<file path="src/rtl/road_scroll_controller.sv">
// Per-frame road background scroll engine: key-driven speed, fixed-point
// position wrapping on the background period, and a saturating wrap counter.
module road_scroll_controller #(
    parameter int FRAC_BITS    = 4,
    parameter int PERIOD_LINES = 64,
    parameter int MAX_SPEED    = 48,
    parameter int ACCEL_STEP   = 1,
    parameter int BRAKE_STEP   = 4,
    parameter int DRAG_STEP    = 1,
    parameter int DRAG_FRAMES  = 8
) (
    input  logic        clk,
    input  logic        reset,
    input  logic        startOfFrame,
    input  logic        accel_key,
    input  logic        brake_key,
    input  logic        pause_key,
    output logic [31:0] y_offset,
    output logic [7:0]  speed,
    output logic [2:0]  state,
    output logic [15:0] distance,
    output logic        wrap_pulse
);

    localparam int POS_W = $clog2(PERIOD_LINES) + FRAC_BITS;
    localparam int DCW   = $clog2(DRAG_FRAMES + 1);
    localparam logic [POS_W:0] WRAP_VAL = (POS_W + 1)'(PERIOD_LINES << FRAC_BITS);

    typedef enum logic [2:0] {
        ST_STOPPED = 3'd0,
        ST_ACCEL   = 3'd1,
        ST_CRUISE  = 3'd2,
        ST_COAST   = 3'd3,
        ST_BRAKE   = 3'd4,
        ST_PAUSED  = 3'd5
    } state_t;

    state_t           st;
    logic [POS_W-1:0] pos;
    logic [DCW-1:0]   drag_cnt;

    logic [POS_W:0]   pos_sum;
    logic             wrapped;
    logic [POS_W-1:0] pos_next;
    logic [8:0]       spd_up;
    logic [7:0]       spd_brake;
    logic [7:0]       spd_accel;
    logic [7:0]       spd_drag;
    logic             drag_hit;

    always_comb begin
        pos_sum  = {1'b0, pos} + (POS_W + 1)'(speed);
        wrapped  = (pos_sum >= WRAP_VAL);
        pos_next = wrapped ? POS_W'(pos_sum - WRAP_VAL) : POS_W'(pos_sum);

        spd_brake = (speed >= 8'(BRAKE_STEP)) ? (speed - 8'(BRAKE_STEP)) : 8'd0;
        spd_up    = {1'b0, speed} + 9'(ACCEL_STEP);
        spd_accel = (spd_up >= 9'(MAX_SPEED)) ? 8'(MAX_SPEED) : spd_up[7:0];
        spd_drag  = (speed >= 8'(DRAG_STEP)) ? (speed - 8'(DRAG_STEP)) : 8'd0;
        drag_hit  = (drag_cnt == DCW'(DRAG_FRAMES - 1));
    end

    // Keys only matter on the frame strobe; everything else holds in between.
    always_ff @(posedge clk) begin
        if (reset) begin
            st         <= ST_STOPPED;
            pos        <= '0;
            speed      <= '0;
            y_offset   <= '0;
            distance   <= '0;
            drag_cnt   <= '0;
            wrap_pulse <= 1'b0;
        end else begin
            wrap_pulse <= 1'b0;
            if (startOfFrame) begin
                if (pause_key) begin
                    st <= ST_PAUSED;
                end else begin
                    pos      <= pos_next;
                    y_offset <= 32'(pos_next[POS_W-1:FRAC_BITS]);
                    if (wrapped) begin
                        wrap_pulse <= 1'b1;
                        if (distance != 16'hFFFF)
                            distance <= distance + 16'd1;
                    end

                    if (brake_key) begin
                        speed    <= spd_brake;
                        drag_cnt <= '0;
                        st       <= (spd_brake == 8'd0) ? ST_STOPPED : ST_BRAKE;
                    end else if (accel_key) begin
                        speed    <= spd_accel;
                        drag_cnt <= '0;
                        st       <= (spd_accel == 8'(MAX_SPEED)) ? ST_CRUISE : ST_ACCEL;
                    end else if (drag_hit) begin
                        speed    <= spd_drag;
                        drag_cnt <= '0;
                        st       <= (spd_drag == 8'd0) ? ST_STOPPED : ST_COAST;
                    end else begin
                        drag_cnt <= drag_cnt + DCW'(1);
                        st       <= (speed == 8'd0) ? ST_STOPPED : ST_COAST;
                    end
                end
            end
        end
    end

    assign state = st;

endmodule

</file>
<file path="config.mk">
export PLATFORM = sky130hd
export DESIGN_NAME = road_scroll_controller
export DESIGN_NICKNAME = d
export VERILOG_FILES = /design/src/rtl/road_scroll_controller.sv
export SDC_FILE = /design/constraint.sdc
export NUM_CORES = 1
export LEC_CHECK = 0
export ABC_AREA = 1
export CAP_MARGIN = 40
export CELL_PAD_IN_SITES_DETAIL_PLACEMENT = 0
export CELL_PAD_IN_SITES_GLOBAL_PLACEMENT = 1
export CORE_ASPECT_RATIO = 0.75
export CORE_UTILIZATION = 33
export DETAILED_ROUTE_END_ITERATION = 8
export GPL_ROUTABILITY_DRIVEN = 0
export MAX_ROUTING_LAYER = met4
export PLACE_DENSITY_LB_ADDON = 0.1
export SLEW_MARGIN = 20
export SYNTH_ARGS = -nofsm -noshare
export SYNTH_HDL_FRONTEND = slang
export SYNTH_SLANG_ARGS = --single-unit
</file>
<file path="constraint.sdc">
create_clock -name clk -period 2.1 [get_ports clk]
set_input_delay 0.525 -clock clk [delete_from_list [all_inputs] [get_ports clk]]
set_output_delay 0.525 -clock clk [all_outputs]
set_load 0.03 [all_outputs]
</file>
==> impl_metrics.csv <==
group,metric,value,unit
power_and_ir_drop,swShare,34.6,%
yosys,yosys.area.top_type,"dfxtp_1",
sta,fin_ws,0.0654,ns
floorplanning,num_rows,30,
yosys,syn-instance-count,469,
placement,dp_hpwl,6.74,mm
floorplanning,initial_core_util,34.2,%
sta,fin_crit,2.03,ns
placement,buffer_ports.inserted,39,
power_and_ir_drop,p_total,2.29,mW
finish,mostFrequentLayoutCells,"nand2_1 (91), inv_1 (53), nor2_1 (46), dfxtp_1 (38)",
yosys,netlist_top_cells_area,"dfxtp_1 (27%), nand2_1 (11%), buf_4 (8.4%)",
critical_path,critPathKind,"reg -> out",
floorplanning,die_x,114,um
critical_path,worst_setup_path_end_kind,"output port",
yosys,synth_area_per_cell,6.66,um2
finish,multi_input_comb_area,1890,um2
power_and_ir_drop,clkPwrFrac,33.0,%
floorplanning,core,9120,um2
route,first_pass_iters,5,
power_and_ir_drop,p_int,1.50,mW
critical_path,crit_slowest_cell,"clkdlybuf4s50_1",
sta,setup_viol,0,
finish,drive_above_1_share,12.9,%
clock_network,clk_latency,0.29,ns
flow_run,max-cap-violations,0,
power_and_ir_drop,ir_drop,0.271,mV
power_and_ir_drop,power_frac_seq,36.8,%
yosys,async_reset_ff_share,0,%
yosys,synth-main-ff-cell,"dfxtp_1",
route,drtIter0Drc,198,
critical_path,worstPathCellList,"buf_4 > clkdlybuf4s50_1",
sta,finalHoldViolCount,0,
power_and_ir_drop,switchingPower,0.792,mW
grt,grt_usage,19.0,%
finish,final_nets,550,
yosys,synth_seq_area_share,26.9,%
sta,fmax,0.491,GHz
sta,post-route-period-util,96.9,%
floorplanning,ios,66,
yosys,synth_edf_count,0,
route,drc,0,
power_and_ir_drop,p_per_area,588,nW/um2
clock_network,htreeDepth,2,
grt,grt_overflow,0,
placement,placed_area,3700,um2
sta,drv_slew,0,
finish,insertedDiodeCount,0,
yosys,synth_top_area_share,26.9,%
route,routed_wl,8.59,mm
sta,finClkSkew,0.00420,ns
clock_network,cts_sinks,42,
critical_path,startpoint_type,"flip-flop",
power_and_ir_drop,p_comb_share,30.2,%
route,ant_nets,0,
critical_path,rrSetupSlack,0.16,ns
sta,holdWs,0.473,ns
grt,antenna_found_initial,0,
route,routed-via-count,3125,
yosys,yosys_warnings,0,
sta,grt_setup_unrepaired,"true",
critical_path,crit_path_max_fanout,9,
critical_path,arrival,1.51,ns
finish,fill_cells,975,
clock_network,cts-root-buf,"clkbuf_16",
worst_hold_path,hp-class,"reg -> reg",
placement,place_ws,-0.0852,ns
yosys,yosysUniqueCellTypes,42,
clock_network,cts_buffer_depth,2,
clock_network,cts_made_buffers,5,
grt,grt_pass1_wl,14.0,mm
grt,grt_pass1_vias,2738,
floorplanning,die-area,9860,um2
yosys,synth-seq-cells,42,
critical_path,slowest_delay,0.69,ns
floorplanning,die_y,86.3,um
finish,design_area,3890,um2
route,viasPerCell,4.77,
finish,register_area,848,um2
clock_network,clkTransAtPathRegs,0.06,ns
clock_network,cts_tree,"built",
power_and_ir_drop,p_leak,1.72,nW
finish,syn_to_final_growth,24.7,%
critical_path,required,1.57,ns
yosys,synthesis.area,3120,um2
grt,grt_max_degree,29,
status,status,"finished clean",
finish,final_common_cell,"nand2_1",
route,wl_per_cell,13.1,um
registers in the layout, summed over array words and instances, names as in the netlist:
| register | count |
|---|---|
| distance | 16 |
| pos | 10 |
| speed | 8 |
| drag_cnt | 4 |
| state | 3 |
| wrap_pulse | 1 |
cells in the mapped netlist, types with 2 or more instances:
master	count
a211oi_1	2
nor2_2	2
inv_1	53
xor2_1	7
buf_4	35
nor3b_1	2
nand3_1	28
clkinv_1	2
dfxtp_1	42
nand3_2	2
nand2_1	93
clkbuf_1	6
inv_2	3
xnor2_1	3
o21ai_1	13
o31ai_1	2
nor4_1	2
o21ai_0	22
a41oi_1	2
a31oi_1	5
nor2_4	3
nor2_1	48
ha_1	17
buf_2	3
o21a_1	2
nor3_1	8
a21oi_1	37
o2111ai_1	2
nand4_1	9
a21oi_2	2
area by class of cell:
class	count	area share, %
sequential	42	21.8
inverter	58	5.59
clock buffer	8	3.50
multi-input combinational	349	48.6
timing repair buffer	70	16.5
tap	128	4.11
per-stage QoR:
step / utilization (%) / instances / setup TNS, ns
global route: 42.7 / 655 / 0
floorplan: - / 494 / 0
finish: 42.7 / 655 / 0
detailed placement: 40.5 / 646 / -0.0905
global placement: 40.5 / 646 / -0.0685
CTS: 42.0 / 654 / 0
cell families (layout without fill, tap and decap cells):
| kind of cell | after synthesis | in the layout | synth area share [%] |
|---|---|---|---|
| compound gates | 95 | 95 | 17.3 |
| simple gates | 200 | 200 | 28.4 |
| other cells | 1 | 26 | 0.120 |
| flops | 42 | 42 | 26.9 |
| buf+inv | 103 | 136 | 16.9 |
| xor+xnor | 10 | 10 | 2.80 |
| fa+ha+maj | 18 | 18 | 7.45 |
power by group through the flow:
stage / logic (mW) / registers (mW) / clock network [mW]
floorplan: 0.467 / 0.893 / 0
global placement: 0.673 / 0.861 / 0
detailed placement: 0.665 / 0.861 / 0
CTS: 0.668 / 0.843 / 0.774
global route: 0.760 / 0.847 / 0.807
finish: 0.691 / 0.843 / 0.755
path summary, 6_finish.rpt:
kind                            cells after the start      from           to
worst max-delay path                                2  speed[4]     speed[4]
worst min-delay path                                2  state[1]     state[1]
worst max register to register                     12  speed[0]  distance[3]
worst min register to register                      2  state[1]     state[1]
critical path, delay by kind of cell (launching register included):
| family | cells | cell delay (ns) |
|---|---|---|
| buf+inv | 2 | 0.89 |
| flops | 1 | 0.33 |
routing by layer:
| metal | vias to the layer above | GRT usage [%] | wire length [um] |
|---|---|---|---|
| li1 | 1597 | - | - |
| met1 | 1427 | 29.3 | 4800 |
| met2 | 94 | 23.9 | 3160 |
| met3 | 7 | 4.62 | 555 |
| met4 | 0 | 4.25 | 75 |
| met5 | - | - | 0 |
timing repair:
item,CTS,global route
hold buffers,0,0
pin swaps,0,3
setup buffers,0,1
resized for setup,1,16
endpoints found under the setup margin,1,24
Note: power is estimated with default switching activity, not from simulation.
